## src/rtl/axis_uart_pkg.sv

```systemverilog
// Shared types and constants for the AXI-Stream UART blocks.
// The state encoding and parity codes are common to TX and RX.
package axis_uart_pkg;

    typedef enum logic [2:0] {
        ST_IDLE,
        ST_START,
        ST_DATA,
        ST_PARITY,
        ST_STOP
    } tx_state_e;

    localparam logic [1:0] PAR_EVEN  = 2'd0;
    localparam logic [1:0] PAR_ODD   = 2'd1;
    localparam logic [1:0] PAR_MARK  = 2'd2;
    localparam logic [1:0] PAR_SPACE = 2'd3;

    localparam int MIN_DATA_BITS = 5;

endpackage

```

## src/rtl/axis_uart_fifo_fwft.sv

```systemverilog
// Single-clock first-word-fall-through FIFO with occupancy count.
// The head word is always visible on rdata_o while empty_o is low.
module axis_uart_fifo_fwft #(
    parameter int WIDTH = 8,
    parameter int DEPTH = 16,
    parameter int AW    = $clog2(DEPTH)
) (
    input  logic             clk_i,
    input  logic             rst_ni,
    input  logic             push_i,
    input  logic [WIDTH-1:0] wdata_i,
    input  logic             pop_i,
    output logic [WIDTH-1:0] rdata_o,
    output logic             full_o,
    output logic             empty_o,
    output logic [AW:0]      count_o
);

    logic [WIDTH-1:0] mem_q [DEPTH];
    logic [AW-1:0]    wr_ptr_q;
    logic [AW-1:0]    rd_ptr_q;
    logic [AW:0]      count_q;
    logic             do_push;
    logic             do_pop;

    // DEPTH is a power of two, so the count MSB alone marks full
    assign full_o  = count_q[AW];
    assign empty_o = (count_q == '0);
    assign count_o = count_q;
    assign rdata_o = mem_q[rd_ptr_q];

    assign do_push = push_i & ~full_o;
    assign do_pop  = pop_i & ~empty_o;

    always_ff @(posedge clk_i) begin
        if (!rst_ni) begin
            wr_ptr_q <= '0;
            rd_ptr_q <= '0;
            count_q  <= '0;
        end else begin
            if (do_push) wr_ptr_q <= wr_ptr_q + 1'b1;
            if (do_pop)  rd_ptr_q <= rd_ptr_q + 1'b1;
            if (do_push && !do_pop)
                count_q <= count_q + 1'b1;
            else if (do_pop && !do_push)
                count_q <= count_q - 1'b1;
        end
    end

    always_ff @(posedge clk_i) begin
        if (do_push) mem_q[wr_ptr_q] <= wdata_i;
    end

endmodule

```

## src/rtl/axis_uart_tx_cfg.sv

```systemverilog
// AXI-Stream to UART transmitter with buffered input and a frame
// format (data bits, parity, stop bits) latched per frame.
module axis_uart_tx_cfg
    import axis_uart_pkg::*;
#(
    parameter int DATA_BITS  = 8,
    parameter int FIFO_DEPTH = 16,
    parameter int FIFO_AW    = $clog2(FIFO_DEPTH)
) (
    input  logic                 aclk,
    input  logic                 arstn,
    input  logic [DATA_BITS-1:0] s_axis_tdata,
    input  logic                 s_axis_tvalid,
    output logic                 s_axis_tready,
    input  logic                 uart_ena,
    input  logic [3:0]           cfg_data_bits,
    input  logic                 cfg_parity_ena,
    input  logic [1:0]           cfg_parity_type,
    input  logic                 cfg_stop_bits,
    input  logic                 tx_break,
    output logic                 txd,
    output logic                 tx_busy,
    output logic [FIFO_AW:0]     fifo_count
);

    function automatic logic [3:0] clamp_bits(input logic [3:0] n);
        logic [3:0] r;
        r = n;
        if (n < 4'(MIN_DATA_BITS)) r = 4'(MIN_DATA_BITS);
        if (n > 4'(DATA_BITS))     r = 4'(DATA_BITS);
        return r;
    endfunction

    function automatic logic calc_parity(
        input logic [DATA_BITS-1:0] d,
        input logic [3:0]           n,
        input logic [1:0]           t
    );
        logic x;
        logic r;
        x = 1'b0;
        for (int i = 0; i < DATA_BITS; i++)
            if (i < int'(n)) x ^= d[i];
        case (t)
            PAR_EVEN: r = x;
            PAR_ODD:  r = ~x;
            PAR_MARK: r = 1'b1;
            default:  r = 1'b0;
        endcase
        return r;
    endfunction

    logic                 fifo_full;
    logic                 fifo_empty;
    logic                 fifo_push;
    logic                 fifo_pop;
    logic [DATA_BITS-1:0] fifo_rdata;
    logic                 frame_ok;
    logic [3:0]           nbits_new;

    tx_state_e            state_q, state_d;
    logic [DATA_BITS-1:0] shreg_q, shreg_d;
    logic [3:0]           nbits_q, nbits_d;
    logic [3:0]           bitcnt_q, bitcnt_d;
    logic                 par_ena_q, par_ena_d;
    logic                 par_q, par_d;
    logic                 stop2_q, stop2_d;
    logic                 stopcnt_q, stopcnt_d;
    logic                 txd_q, txd_d;

    assign s_axis_tready = ~fifo_full & arstn;
    assign fifo_push     = s_axis_tvalid & s_axis_tready;
    assign txd           = txd_q;
    assign tx_busy       = (state_q != ST_IDLE);
    assign frame_ok      = ~fifo_empty & ~tx_break;
    assign nbits_new     = clamp_bits(cfg_data_bits);

    axis_uart_fifo_fwft #(
        .WIDTH (DATA_BITS),
        .DEPTH (FIFO_DEPTH),
        .AW    (FIFO_AW)
    ) u_fifo (
        .clk_i   (aclk),
        .rst_ni  (arstn),
        .push_i  (fifo_push),
        .wdata_i (s_axis_tdata),
        .pop_i   (fifo_pop),
        .rdata_o (fifo_rdata),
        .full_o  (fifo_full),
        .empty_o (fifo_empty),
        .count_o (fifo_count)
    );

    always_comb begin
        state_d   = state_q;
        shreg_d   = shreg_q;
        nbits_d   = nbits_q;
        bitcnt_d  = bitcnt_q;
        par_ena_d = par_ena_q;
        par_d     = par_q;
        stop2_d   = stop2_q;
        stopcnt_d = stopcnt_q;
        txd_d     = txd_q;
        fifo_pop  = 1'b0;
        if (uart_ena) begin
            unique case (state_q)
                ST_IDLE: begin
                    if (frame_ok) begin
                        fifo_pop = 1'b1;
                        txd_d    = 1'b0;
                        state_d  = ST_START;
                    end else begin
                        txd_d = ~tx_break;
                    end
                end
                ST_START: begin
                    txd_d    = shreg_q[0];
                    shreg_d  = shreg_q >> 1;
                    bitcnt_d = '0;
                    state_d  = ST_DATA;
                end
                ST_DATA: begin
                    if (bitcnt_q == nbits_q - 4'd1) begin
                        if (par_ena_q) begin
                            txd_d   = par_q;
                            state_d = ST_PARITY;
                        end else begin
                            txd_d     = 1'b1;
                            stopcnt_d = 1'b0;
                            state_d   = ST_STOP;
                        end
                    end else begin
                        txd_d    = shreg_q[0];
                        shreg_d  = shreg_q >> 1;
                        bitcnt_d = bitcnt_q + 4'd1;
                    end
                end
                ST_PARITY: begin
                    txd_d     = 1'b1;
                    stopcnt_d = 1'b0;
                    state_d   = ST_STOP;
                end
                ST_STOP: begin
                    if (stopcnt_q == stop2_q) begin
                        // Chain straight into the next start bit when data waits
                        if (frame_ok) begin
                            fifo_pop = 1'b1;
                            txd_d    = 1'b0;
                            state_d  = ST_START;
                        end else begin
                            txd_d   = 1'b1;
                            state_d = ST_IDLE;
                        end
                    end else begin
                        stopcnt_d = 1'b1;
                    end
                end
                default: state_d = ST_IDLE;
            endcase
        end
        if (fifo_pop) begin
            shreg_d   = fifo_rdata;
            nbits_d   = nbits_new;
            par_ena_d = cfg_parity_ena;
            par_d     = calc_parity(fifo_rdata, nbits_new, cfg_parity_type);
            stop2_d   = cfg_stop_bits;
        end
    end

    always_ff @(posedge aclk) begin
        if (!arstn) begin
            state_q   <= ST_IDLE;
            shreg_q   <= '0;
            nbits_q   <= 4'(DATA_BITS);
            bitcnt_q  <= '0;
            par_ena_q <= 1'b0;
            par_q     <= 1'b0;
            stop2_q   <= 1'b0;
            stopcnt_q <= 1'b0;
            txd_q     <= 1'b1;
        end else begin
            state_q   <= state_d;
            shreg_q   <= shreg_d;
            nbits_q   <= nbits_d;
            bitcnt_q  <= bitcnt_d;
            par_ena_q <= par_ena_d;
            par_q     <= par_d;
            stop2_q   <= stop2_d;
            stopcnt_q <= stopcnt_d;
            txd_q     <= txd_d;
        end
    end

endmodule
```

## config.mk

```make
export PLATFORM = sky130hd
export DESIGN_NAME = axis_uart_tx_cfg
export DESIGN_NICKNAME = d
export VERILOG_FILES = /design/src/rtl/axis_uart_pkg.sv /design/src/rtl/axis_uart_fifo_fwft.sv /design/src/rtl/axis_uart_tx_cfg.sv
export SDC_FILE = /design/constraint.sdc
export NUM_CORES = 1
export LEC_CHECK = 0
export CAP_MARGIN = 20
export CORE_ASPECT_RATIO = 0.6
export CORE_MARGIN = 5
export CORE_UTILIZATION = 55
export DETAILED_ROUTE_END_ITERATION = 8
export MAX_ROUTING_LAYER = met4
export PLACE_DENSITY = 0.77
export SYNTH_ARGS = -nofsm -noshare
export SYNTH_HDL_FRONTEND = slang
export SYNTH_SLANG_ARGS = --single-unit
```

## constraint.sdc

```tcl
create_clock -name aclk -period 7.3 [get_ports aclk]
set_clock_uncertainty 0.05 [all_clocks]
set_input_delay 1.46 -clock aclk [delete_from_list [all_inputs] [get_ports aclk]]
set_output_delay 1.46 -clock aclk [all_outputs]
set_load 0.05 [all_outputs]
```

==> impl_metrics.py <==
metrics = {
    "logic_synthesis": {
        "synthCells": 476,
        "syn_area_per_cell_um2": 14.97,
        "synth-seq-cells": 169,
        "synth_edf_count": 128,
        "async_reset_ff_share_pct": 0,
        "syn_nets": 509,
        "ys_seq_area_share_pct": 65.46,
        "synth_ff_type": "edfxtp_1",
        "syn_area_um2": 7126,
        "ys_warn_count": 0,
        "yosysUniqueCellTypes": 55,
    },
    "timing": {
        "drv_slew": 0,
        "worst_pin_slew_ps": 1102,
        "finalSetupTns_ps": 0,
        "setup_viol": 0,
        "relSlewSlack_pct": 26.27,
        "fmax_mhz": 214.1,
        "min_period_over_period_pct": 63.98,
        "period_needed_ps": 4671,
        "rsz0062_at_grt": "false",
        "hold_viol": 0,
    },
    "placement": {
        "place_congestion": 0.8182,
        "port_buffers": 28,
        "dpl.hpwl_um": 9785,
    },
    "run_status": {
        "status": "finished clean",
    },
    "global_routing": {
        "grt_pass1_vias": 3963,
        "antenna_found_initial": 0,
        "grt_max_degree": 34,
        "grt_first_pass_wirelength_um": 23290,
        "grt_usage_pct": 21.06,
        "grt_overflow": 0,
    },
    "power": {
        "power_leakage_uw": 0.002714,
        "ir_drop_mv": 0.1920,
        "p_per_area_nw_per_um2": 325.7,
        "p_total_uw": 2666,
    },
    "detailed_routing": {
        "wl_um": 14880,
        "viasPerCell": 5.955,
        "antenna_left": 0,
        "dr.pass1.iters": 5,
        "wire_per_inst_um": 21.56,
        "drcViolationCount": 0,
        "drt_iter0_markers": 442,
        "vias": 4109,
    },
    "clocking": {
        "cts_hold_buf": 0,
        "clock_latency_ps": 420,
        "postCtsSetupRepairBufs": 0,
        "cts_resized": 0,
        "tritoncts": "built",
        "cts_root_buf": "clkbuf_16",
        "htreeDepth": 4,
        "cts_buffers": 17,
        "numClockSinks": 169,
        "cts.path.max_buffers": 2,
        "clk_pin_slew_worst_paths_ps": 70,
    },
    "setup_path": {
        "cp_top_family": "buffers and inverters",
        "max_stage_delay_ps": 820,
        "crit_top_cell": "clkdlybuf4s50_1",
        "cp.buffers_inverters": 3,
        "startpoint_type": "input port",
        "path_max_fanout": 6,
        "critPathCaptureType": "primary output",
        "required_ps": 5790,
        "arrival_ps": 3160,
        "path_class": "input port to primary output",
        "path_cells": "clkdlybuf4s50_1 -> clkinv_1 -> nor2_1 -> clkdlybuf4s50_1",
        "worst_path_max_delay_cell": "clkdlybuf4s50_1",
    },
    "finish": {
        "drive_gt1_share_pct": 13.27,
        "fillers": 876,
        "mostFrequentLayoutCells": "edfxtp_1 (128), nor2_1 (48), dfxtp_1 (40)",
        "final_common_cell": "edfxtp_1",
        "final_net_count": 540,
        "diodes": 0,
        "syn2layout_area_growth_pct": 14.89,
    },
    "min_path": {
        "hold_path_class": "register to register",
    },
    "floorplanning": {
        "rows": 32,
        "die_x_um": 156.9,
        "dieArea_um2": 15410,
        "die_h_um": 98.17,
        "initial_utilization_pct": 55.79,
        "pin_count": 29,
        "core_area_um2": 12770,
    },
    "run": {
        "maxCapViolCount": 0,
    },
}
==> sequential cells by signal, indices dropped and copies added, names as in the netlist, 3 cells and up, named ones only <==
name / cells
u_fifo.mem_q: 128
shreg_q: 8
u_fifo.count_o: 5
bitcnt_q: 4
nbits_q: 4
u_fifo.rd_ptr_q: 4
u_fifo.wr_ptr_q: 4
state_q: 3
==> power breakdown <==
group          leakage, µW  internal, µW  switching [µW]
sequential         0.00149          1090            51.5
combinational     0.000921           269             335
clock             0.000306           549             374
total              0.00271          1910             760
==> metal layers <==
metal	GRT usage, %	vias up	share of wire [%]
li1	-	1890	-
met1	32.43	2041	47
met2	28.62	160	44
met3	3.986	18	7.7
met4	6.133	0	1.3
met5	-	-	0
==> area by class of cell <==
cell class              count  area (µm²)  share of cell area [%]
flip-flops and latches    169        4666                   56.99
multi-input cells         269        2282                   27.88
clock buffers              21       481.7                   5.884
repair buffers             39       370.4                   4.524
well taps                 170       212.7                   2.598
clock inverters            11       132.6                   1.620
inverters                  11       41.29                  0.5044
==> worst min-delay path, delay by kind of cell, from the launching register on <==
kind             cells  cell delay [ps]
flip-flops           1              310
AO/OA/AOI/OAI        1               50
AND/OR/NAND/NOR      1               50
==> worst paths after layout <==
| kind | end | depth (start not counted) | slack [ps] | start |
|---|---|---|---|---|
| setup / recovery | s_axis_tready | 4 | 2630 | arstn |
| hold / removal | par_ena_q | 2 | 420 | par_ena_q |
| setup reg to reg | u_fifo.count_o[4] | 11 | 3690 | state_q[0] |
| hold reg to reg | par_ena_q | 2 | 420 | par_ena_q |
==> stage by stage <==
step	area (µm²)	instances	setup slack [ps]	util [%]	hold slack, ps
finish	8187	690	2629	64.10	416.2
global placement	7542	655	2527	59.05	394.6
global route	8187	690	2524	64.10	452.8
CTS	8157	687	2654	63.86	413.9
floorplan	7126	476	2894	-	385.7
detailed placement	7542	655	2370	59.05	405.1
==> synthesized netlist by cell type, types with 2 or more instances <==
| master | n | area share [%] |
|---|---|---|
| a22oi_1 | 14 | 1.5 |
| nor3_1 | 11 | 0.77 |
| or3_1 | 2 | 0.18 |
| a21oi_1 | 20 | 1.4 |
| xnor2_1 | 12 | 1.5 |
| and2_1 | 2 | 0.18 |
| buf_2 | 2 | 0.14 |
| mux2i_1 | 12 | 1.7 |
| nand2b_1 | 3 | 0.26 |
| inv_1 | 10 | 0.53 |
| dfxtp_1 | 41 | 12 |
| o21ai_0 | 11 | 0.77 |
| clkbuf_1 | 17 | 0.90 |
| ha_1 | 11 | 1.9 |
| nand2_1 | 31 | 1.6 |
| edfxtp_1 | 128 | 54 |
| xor2_1 | 10 | 1.2 |
| mux4_2 | 21 | 6.6 |
| nor2_1 | 48 | 2.5 |
| buf_6 | 3 | 0.47 |
| a21o_1 | 3 | 0.32 |
| o21a_1 | 2 | 0.21 |
| buf_1 | 2 | 0.11 |
| a211oi_1 | 8 | 0.84 |
| buf_4 | 3 | 0.32 |
| nand3_1 | 3 | 0.21 |
| mux4_1 | 11 | 4.1 |
| nand4_1 | 3 | 0.26 |
| nor2b_1 | 6 | 0.53 |
==> logic make-up (layout without fill, tap and decap cells) <==
logic type | count (synthesis) | after routing | synth area share, %
AO/OA/AOI/OAI | 70 | 70 | 6.515
XOR/XNOR | 24 | 24 | 3.248
adder cells (fa/ha/maj) | 12 | 12 | 2.212
buffers and inverters | 38 | 82 | 2.511
flip-flops | 169 | 169 | 65.46
multiplexers | 45 | 45 | 12.54
AND/OR/NAND/NOR | 118 | 118 | 7.516
(Power assumes the default switching activity.)
